<file path="src/rtl/jtdd_prom_we.sv">
// Download router: steers loader bytes to SDRAM (handshaked), to the priority
// PROM (single-cycle strobes), or drops them when they fall past the PROM window.
module jtdd_prom_we #(
    parameter logic [21:0] PROM_START = 22'h10_0000,
    parameter int          PROM_LEN   = 256
) (
    input  logic        clk,
    input  logic        rst,
    input  logic        downloading,
    input  logic [21:0] ioctl_addr,
    input  logic [7:0]  ioctl_data,
    input  logic        ioctl_wr,
    output logic [21:0] prog_addr,
    output logic [15:0] prog_data,
    output logic [1:0]  prog_mask,
    output logic        prog_we,
    input  logic        prog_rdy,
    output logic [7:0]  prom_addr,
    output logic [7:0]  prom_din,
    output logic        prom_prio_we,
    output logic        dwnld_busy,
    output logic        overflow
);

    localparam logic [0:0]  IDLE     = 1'b0;
    localparam logic [0:0]  SDWR     = 1'b1;
    localparam logic [22:0] PROM_END = 23'(PROM_START) + 23'(PROM_LEN);

    logic [0:0]  r_state;
    logic        r_buf_vld;
    logic [21:0] r_buf_addr;
    logic [7:0]  r_buf_data;

    logic        w_consume;
    logic        w_accept;
    logic        w_is_sdram;
    logic        w_is_prom;
    logic [21:0] w_off;

    assign w_consume  = r_buf_vld && (r_state == IDLE);
    assign w_accept   = downloading && ioctl_wr;
    assign w_is_sdram = r_buf_addr < PROM_START;
    assign w_is_prom  = !w_is_sdram && ({1'b0, r_buf_addr} < PROM_END);
    assign w_off      = r_buf_addr - PROM_START;

    // Busy is forced low while reset is held so every output reads 0 in reset.
    assign dwnld_busy = !rst && (downloading || r_buf_vld || (r_state != IDLE) || prom_prio_we);

    // One-entry skid buffer; a byte arriving while it is full and not draining is lost.
    always_ff @(posedge clk or posedge rst) begin
        if (rst) begin
            r_buf_vld  <= 1'b0;
            r_buf_addr <= '0;
            r_buf_data <= '0;
            overflow   <= 1'b0;
        end else begin
            if (w_accept && (!r_buf_vld || w_consume)) begin
                r_buf_vld  <= 1'b1;
                r_buf_addr <= ioctl_addr;
                r_buf_data <= ioctl_data;
            end else if (w_consume) begin
                r_buf_vld  <= 1'b0;
            end
            if (w_accept && r_buf_vld && !w_consume)
                overflow <= 1'b1;
        end
    end

    always_ff @(posedge clk or posedge rst) begin
        if (rst) begin
            r_state      <= IDLE;
            prog_addr    <= '0;
            prog_data    <= '0;
            prog_mask    <= '0;
            prog_we      <= 1'b0;
            prom_addr    <= '0;
            prom_din     <= '0;
            prom_prio_we <= 1'b0;
        end else begin
            prom_prio_we <= 1'b0;
            case (r_state)
                IDLE: begin
                    if (w_consume) begin
                        if (w_is_sdram) begin
                            prog_addr <= {1'b0, r_buf_addr[21:1]};
                            prog_data <= {r_buf_data, r_buf_data};
                            prog_mask <= r_buf_addr[0] ? 2'b10 : 2'b01;
                            prog_we   <= 1'b1;
                            r_state   <= SDWR;
                        end else if (w_is_prom) begin
                            prom_addr    <= w_off[7:0];
                            prom_din     <= r_buf_data;
                            prom_prio_we <= 1'b1;
                        end
                    end
                end
                default: begin
                    if (prog_rdy) begin
                        prog_we <= 1'b0;
                        r_state <= IDLE;
                    end
                end
            endcase
        end
    end

endmodule

</file>
<file path="config.mk">
export PLATFORM = sky130hd
export DESIGN_NAME = jtdd_prom_we
export DESIGN_NICKNAME = d
export VERILOG_FILES = /design/src/rtl/jtdd_prom_we.sv
export SDC_FILE = /design/constraint.sdc
export NUM_CORES = 1
export LEC_CHECK = 0
export CORE_ASPECT_RATIO = 0.6
export CORE_MARGIN = 2
export CORE_UTILIZATION = 56
export CTS_CLUSTER_SIZE = 40
export DETAILED_ROUTE_END_ITERATION = 8
export DONT_BUFFER_PORTS = 1
export GPL_TIMING_DRIVEN = 0
export HOLD_SLACK_MARGIN = 0.1
export PLACE_DENSITY_LB_ADDON = 0.08
export SYNTH_ARGS = -nofsm -noshare
export SYNTH_HDL_FRONTEND = slang
export SYNTH_SLANG_ARGS = --single-unit
</file>
<file path="constraint.sdc">
create_clock -name clk -period 2.74 [get_ports clk]
set_input_delay 0.548 -clock clk [delete_from_list [all_inputs] [get_ports clk]]
set_output_delay 0.548 -clock clk [all_outputs]
set_load 0.02 [all_outputs]
</file>
==> results of run 1 <==
[worst max-delay path, stage by stage, from the launching register on]
cell and delay, ps:
dfrtp_1 440, or3b_4 450, nor4_4 620, buf_6 280
mux2_4 320
[power groups by stage]
stage               sequential [mW]  combinational (mW)  clock, mW
finish                         2.05               0.542      0.903
global route                   2.09               0.615      0.988
CTS                            2.05               0.553      0.932
detailed placement             2.07               0.551          0
global placement               2.07               0.530          0
floorplan                      2.00               0.482          0
[placed cells by master (no fill, tap or decap), drive strengths merged, types with 2 or more instances in the layout]
master	instances
clkinv	3
buf	13
bufinv	2
nor2	3
inv	2
clkbuf	16
o21ai	2
and2	2
nand2	92
dfrtp	82
mux2	46
nor4	4
[layer usage]
layer  vias to the layer above  wire length [um]
li1                        853                 -
met4                         0                50
met3                         5               452
met5                         -                 0
met1                       899              2770
met2                        58              2590
[area by class of cell]
class                           count  area [um2]
Sequential cell                    82        2050
Multi-Input combinational cell    156        1020
Timing Repair Buffer                2        37.5
Inverter                            2        10.0
Clock buffer                        9         124
Tap cell                           80         100
Fill cell                         466        2000
Clock inverter                      6        82.6
Buffer                             19         115
[cells by family after synthesis]
group,Yosys count
AND/OR/NAND/NOR,105
flip-flops,82
multiplexers,46
buffers and inverters,21
other,1
AO/OA/AOI/OAI,4
[sequential cells by signal, indices dropped and copies added, names as in the netlist]
register and count:
r_buf_addr 22, prog_addr 21, prog_data 8, prom_addr 8
prom_din 8, r_buf_data 8, prog_mask 2, overflow 1
prog_we 1, prom_prio_we 1, r_buf_vld 1, r_state 1
[per-stage QoR]
step	cell area, um2	setup TNS [ps]	hold WS, ps
6_report	3550	0	302
5_1_grt	3550	0	284
4_1_cts	3550	0	282
3_5_place_dp	3330	0	474
3_3_place_gp	3300	-64520	470
2_1_floorplan	3200	0	449
[path summary, 6_finish.rpt]
check	startpoint	endpoint	slack, ps	depth (start not counted)
hold reg to reg	r_buf_addr[3]	prog_addr[2]	490	2
setup reg to reg	r_state	prom_addr[1]	510	4
max in group asynchronous	rst	prom_din[4]	1450	3
setup / recovery	r_state	prom_addr[1]	510	4
hold / removal	prog_rdy	r_state	300	1
min in group asynchronous	rst	prog_addr[9]	710	2
[cell usage after synthesis]
cell,number
and2_1,2
or3b_4,1
nor4_4,1
o21bai_1,1
nor4_1,3
buf_6,1
buf_2,2
clkbuf_1,7
mux2_2,36
nand2_1,92
inv_1,2
o21ai_0,2
nor2_1,3
dfrtp_1,82
buf_4,9
or3_1,1
conb_1,1
mux2_4,10
or2_2,1
or4b_1,1
a21oi_1,1
[timing repair]
item	CTS	global route
endpoints found under the hold margin	30	0
setup buffers	0	0
gates resized for setup	0	0
hold buffers	1	0
endpoints found under the setup margin	0	0
==> flow_metrics.py, run 1 <==
metrics = {
    "global_route": {
        "grt_antenna_before_repair": 0,
        "grt_usage": 0.201,
        "grt_busiest_layer": "met1",
        "grt-ovfl-total": 0,
        "grt_pass1_wl_um": 9540,
        "grt_use_met1": 0.290,
        "grt_max_degree": 48,
        "met3_usage": 0.0917,
        "grt_use_met2": 0.271,
        "grt_pass1_vias": 1798,
    },
    "placed_design": {
        "portBuffers": 0,
        "place_hpwl_um": 4010,
        "post-place-ws_ps": 489,
        "placedCellCount": 340,
        "place.gp.congestion": 0.747,
    },
    "worst_setup_path": {
        "start_kind": "flop",
        "timing.critical_path.arrival_ps": 2450,
        "required_ps": 2960,
        "crit_fanout": 10,
        "endpoint_kind": "flop",
        "crit_type": "reg -> reg",
    },
    "synth": {
        "yosys.area_share.adder": 0,
        "yosys.area.top_type_share": 0.641,
        "synth-compound-area-share": 0.00704,
        "synth.area.top_cells": "dfrtp_1 64%, mux2_2 13%, nand2_1 11%, mux2_4 4.7%, buf_4 2.1%",
        "synth_xor_xnor_area_share": 0,
        "synth-simple-area-share": 0.138,
        "synth-seq-area-share": 0.641,
        "synth_cell_type_count": 21,
        "muxShareOfSynthArea": 0.174,
        "synth-seq-cells": 82,
        "synth.largest_area_cell": "dfrtp_1",
        "yosysWarnings": 0,
        "synth_top_family_by_area": "multiplexers",
        "syn-cell-area_um2": 3200,
        "synth.avg_cell_area_um2": 12.4,
        "synth_nets": 294,
        "syn_inst": 259,
    },
    "final_layout": {
        "post-route-util": 0.640,
        "finalNonFillerCells": 356,
        "n_antenna_cell": 0,
        "syn_to_final_growth_pct": 10.8,
        "drive_above_1_share": 0.283,
        "fin_nets": 307,
    },
    "detailed_routing": {
        "first_pass_iters": 4,
        "wl_um": 5860,
        "drtAntennaViolNets": 0,
        "drtIter0Drc": 75,
        "drc_errors": 0,
        "avgViaCountPerCell": 5.10,
        "wl_per_cell_um": 16.5,
        "via_count": 1815,
    },
    "timing": {
        "fin_ws_ps": 511,
        "fin_skew_ps": 7.98,
        "min_period_over_period": 0.814,
        "tightest_slew_ps": 802,
        "maxSlewViolCount": 0,
        "max_freq_mhz": 449,
        "slew_headroom": 0.464,
        "rsz0062_at_grt": "false",
        "setup_viol": 0,
        "hold_violations": 0,
        "period_minus_slack_ps": 2230,
    },
    "pwr": {
        "p_int_mw": 2.27,
        "power_frac_comb": 0.155,
        "seqPwrFrac": 0.586,
        "ir_drop_v": 0.000544,
        "power_density_nw_per_um2": 985,
        "p_switching_mw": 1.22,
        "power.total_mw": 3.49,
        "pwr-share-clk": 0.259,
        "swShare": 0.349,
        "p_leak_nw": 1.73,
    },
    "clock_tree": {
        "cts_sinks": 82,
        "cts_made_buffers": 9,
        "clk_pin_slew_ps": 70,
        "clkLatencyLatePin_ps": 340,
        "htree_levels": 3,
        "cts.path.max_buffers": 2,
        "root_buffer": "clkbuf_8",
        "cts_tree": "yes",
    },
    "floorplanning": {
        "core-area_um2": 5540,
        "num_io_pins": 95,
        "rows": 21,
        "dieArea_um2": 6350,
        "die_h_um": 62.5,
        "die_w_um": 102,
        "start_util": 0.577,
    },
    "run": {
        "cap_violations": 0,
    },
    "status": {
        "status": "finished, final reports clean",
    },
    "hold_path": {
        "hold_path_class": "in -> reg",
    },
}
No activity file was read; power rests on OpenSTA's default activity.
==> run 2, diff against run 1 <==
CORE_UTILIZATION = 60   (was 56)
clock period = 2.3 ns   (was 2.74 ns; I/O delays follow)
==> run 2 against run 1 <==
Effect of this change: critical path depth stayed put; sequential cell count stayed put; sequential share of layout area hardly changed; final cell count is 3.9% lower; routed wire length is 3.5% higher; clock-buffer cell count is 3 higher; critical path type unchanged.
==> flow_metrics.py, run 2 (synthesis results as in run 1) <==
metrics = {
    "worst_setup_path": {
        "path_buf_inv": 1,
        "r2r_start": "r_state",
        "crit_type": "reg -> reg",
        "required_ps": 2540,
        "endpoint_kind": "flop",
        "ff2ff_path_depth": 4,
        "crit_fanout": 10,
        "setup.worst_path.start": "r_state",
        "timing.critical_path.arrival_ps": 2440,
        "slowest_stage": "nor4_4",
        "path_delay_family": "simple AND/OR/NAND/NOR gates",
        "cpPeakStageDelay_ps": 600,
        "path_cells": "or3b_4, nor4_4, buf_6, mux2_4",
        "worst_r2r_endpoint": "prom_din[5]",
        "start_kind": "flop",
        "r2r_slack_ps": 100,
    },
    "timing": {
        "min_period_over_period": 0.956,
        "setup_viol": 0,
        "maxSlewViolCount": 0,
        "hold_violations": 0,
        "slew_headroom": 0.413,
        "max_freq_mhz": 455,
        "tns_ps": 0,
        "rsz0062_at_grt": "false",
        "period_minus_slack_ps": 2200,
        "tightest_slew_ps": 879,
        "fin_skew_ps": 7.94,
    },
    "global_route": {
        "grt_pass1_wl_um": 9540,
        "grt_max_degree": 43,
        "grt_pass1_vias": 1844,
        "grt_antenna_before_repair": 0,
        "grt_usage": 0.219,
        "grt-ovfl-total": 0,
    },
    "pwr": {
        "power_frac_comb": 0.151,
        "seqPwrFrac": 0.570,
        "ir_drop_v": 0.000850,
        "pwr-share-clk": 0.279,
        "p_int_mw": 2.80,
        "p_leak_nw": 1.74,
        "swShare": 0.347,
        "power_density_nw_per_um2": 1210,
        "p_switching_mw": 1.49,
    },
    "hold_path": {
        "hold_path_class": "in -> async",
    },
    "placed_design": {
        "place.gp.congestion": 0.769,
        "place_hpwl_um": 4200,
        "portBuffers": 0,
    },
    "detailed_routing": {
        "drtAntennaViolNets": 0,
        "wl_um": 6060,
        "drtIter0Drc": 67,
        "via_count": 1867,
        "wl_per_cell_um": 17.7,
        "avgViaCountPerCell": 5.46,
        "first_pass_iters": 4,
        "drc_errors": 0,
    },
    "floorplanning": {
        "die_h_um": 60.6,
        "dieArea_um2": 5950,
        "rows": 20,
        "core-area_um2": 5100,
        "die_w_um": 98.3,
        "num_io_pins": 95,
        "start_util": 0.627,
    },
    "clock_tree": {
        "postCtsSetupBuffers": 0,
        "cts_tree": "yes",
        "hold_buffers": 0,
        "clk_pin_slew_ps": 80,
        "cts.path.max_buffers": 2,
        "cts_made_buffers": 9,
        "clkLatencyLatePin_ps": 360,
        "root_buffer": "clkbuf_8",
        "cts_resized": 0,
        "cts_sinks": 82,
        "htree_levels": 3,
    },
    "final_layout": {
        "final_common_cell": "nand2_1",
        "mostFrequentLayoutCells": "92 x nand2_1, 82 x dfrtp_1, 36 x mux2_2",
        "post-route-util": 0.694,
        "drive_above_1_share": 0.286,
        "seq_area_um2": 2050,
        "fill_cells": 386,
        "syn_to_final_growth_pct": 10.8,
        "largest_register_ffs": 22,
        "multi_input_area_um2": 1020,
        "n_antenna_cell": 0,
        "regMostFlops": "r_buf_addr",
        "reg_top3": "r_buf_addr x22, prog_addr x21",
        "fin_nets": 306,
    },
    "status": {
        "status": "finished, final reports clean",
    },
    "run": {
        "cap_violations": 0,
    },
}
run 2: layout make-up:
class                   count  area share
clock buffers              12      0.0466
inverters                   2     0.00318
plain buffers              19      0.0325
repair buffers              1     0.00565
well taps                  66      0.0233
flip-flops and latches     82       0.579
multi-input cells         156       0.289
clock inverters             4      0.0205
run 2: worst max-delay path by stage:
stage	endpoint	slack (ps)	depth (start not counted)
after CTS	prom_din[5]	80	4
after global routing	prom_din[5]	20	4
final	prom_din[5]	100	4
after detailed placement	prom_din[5]	90	4
after global placement	prom_din[6]	90	4
after floorplan	prom_addr[0]	360	4
run 2: power by group through the flow:
stage	clock network [mW]	registers, mW	logic, mW
finish	1.20	2.44	0.650
global route	1.28	2.50	0.735
CTS	1.22	2.45	0.660
detailed placement	0	2.47	0.661
global placement	0	2.46	0.629
floorplan	0	2.38	0.575
run 2: metrics by stage:
stage / hold slack (ps) / std cells / power (mW) / instance area [um2] / setup WS [ps]
after global routing: 187 / 342 / 4.51 / 3540 / 22.8
after floorplan: 449 / 259 / 2.96 / 3200 / 360
after detailed placement: 473 / 326 / 3.13 / 3310 / 92.9
final: 140 / 342 / 4.29 / 3540 / 100
after global placement: 467 / 325 / 3.09 / 3290 / 85.2
after CTS: 162 / 342 / 4.33 / 3540 / 83.9
run 2: per-layer routing:
metal  GRT usage  share of wire  routed length, um
met5           0              0                  0
met4      0.0920          0.017                102
met3       0.113          0.091                554
met2       0.321           0.45               2720
met1       0.283           0.44               2690
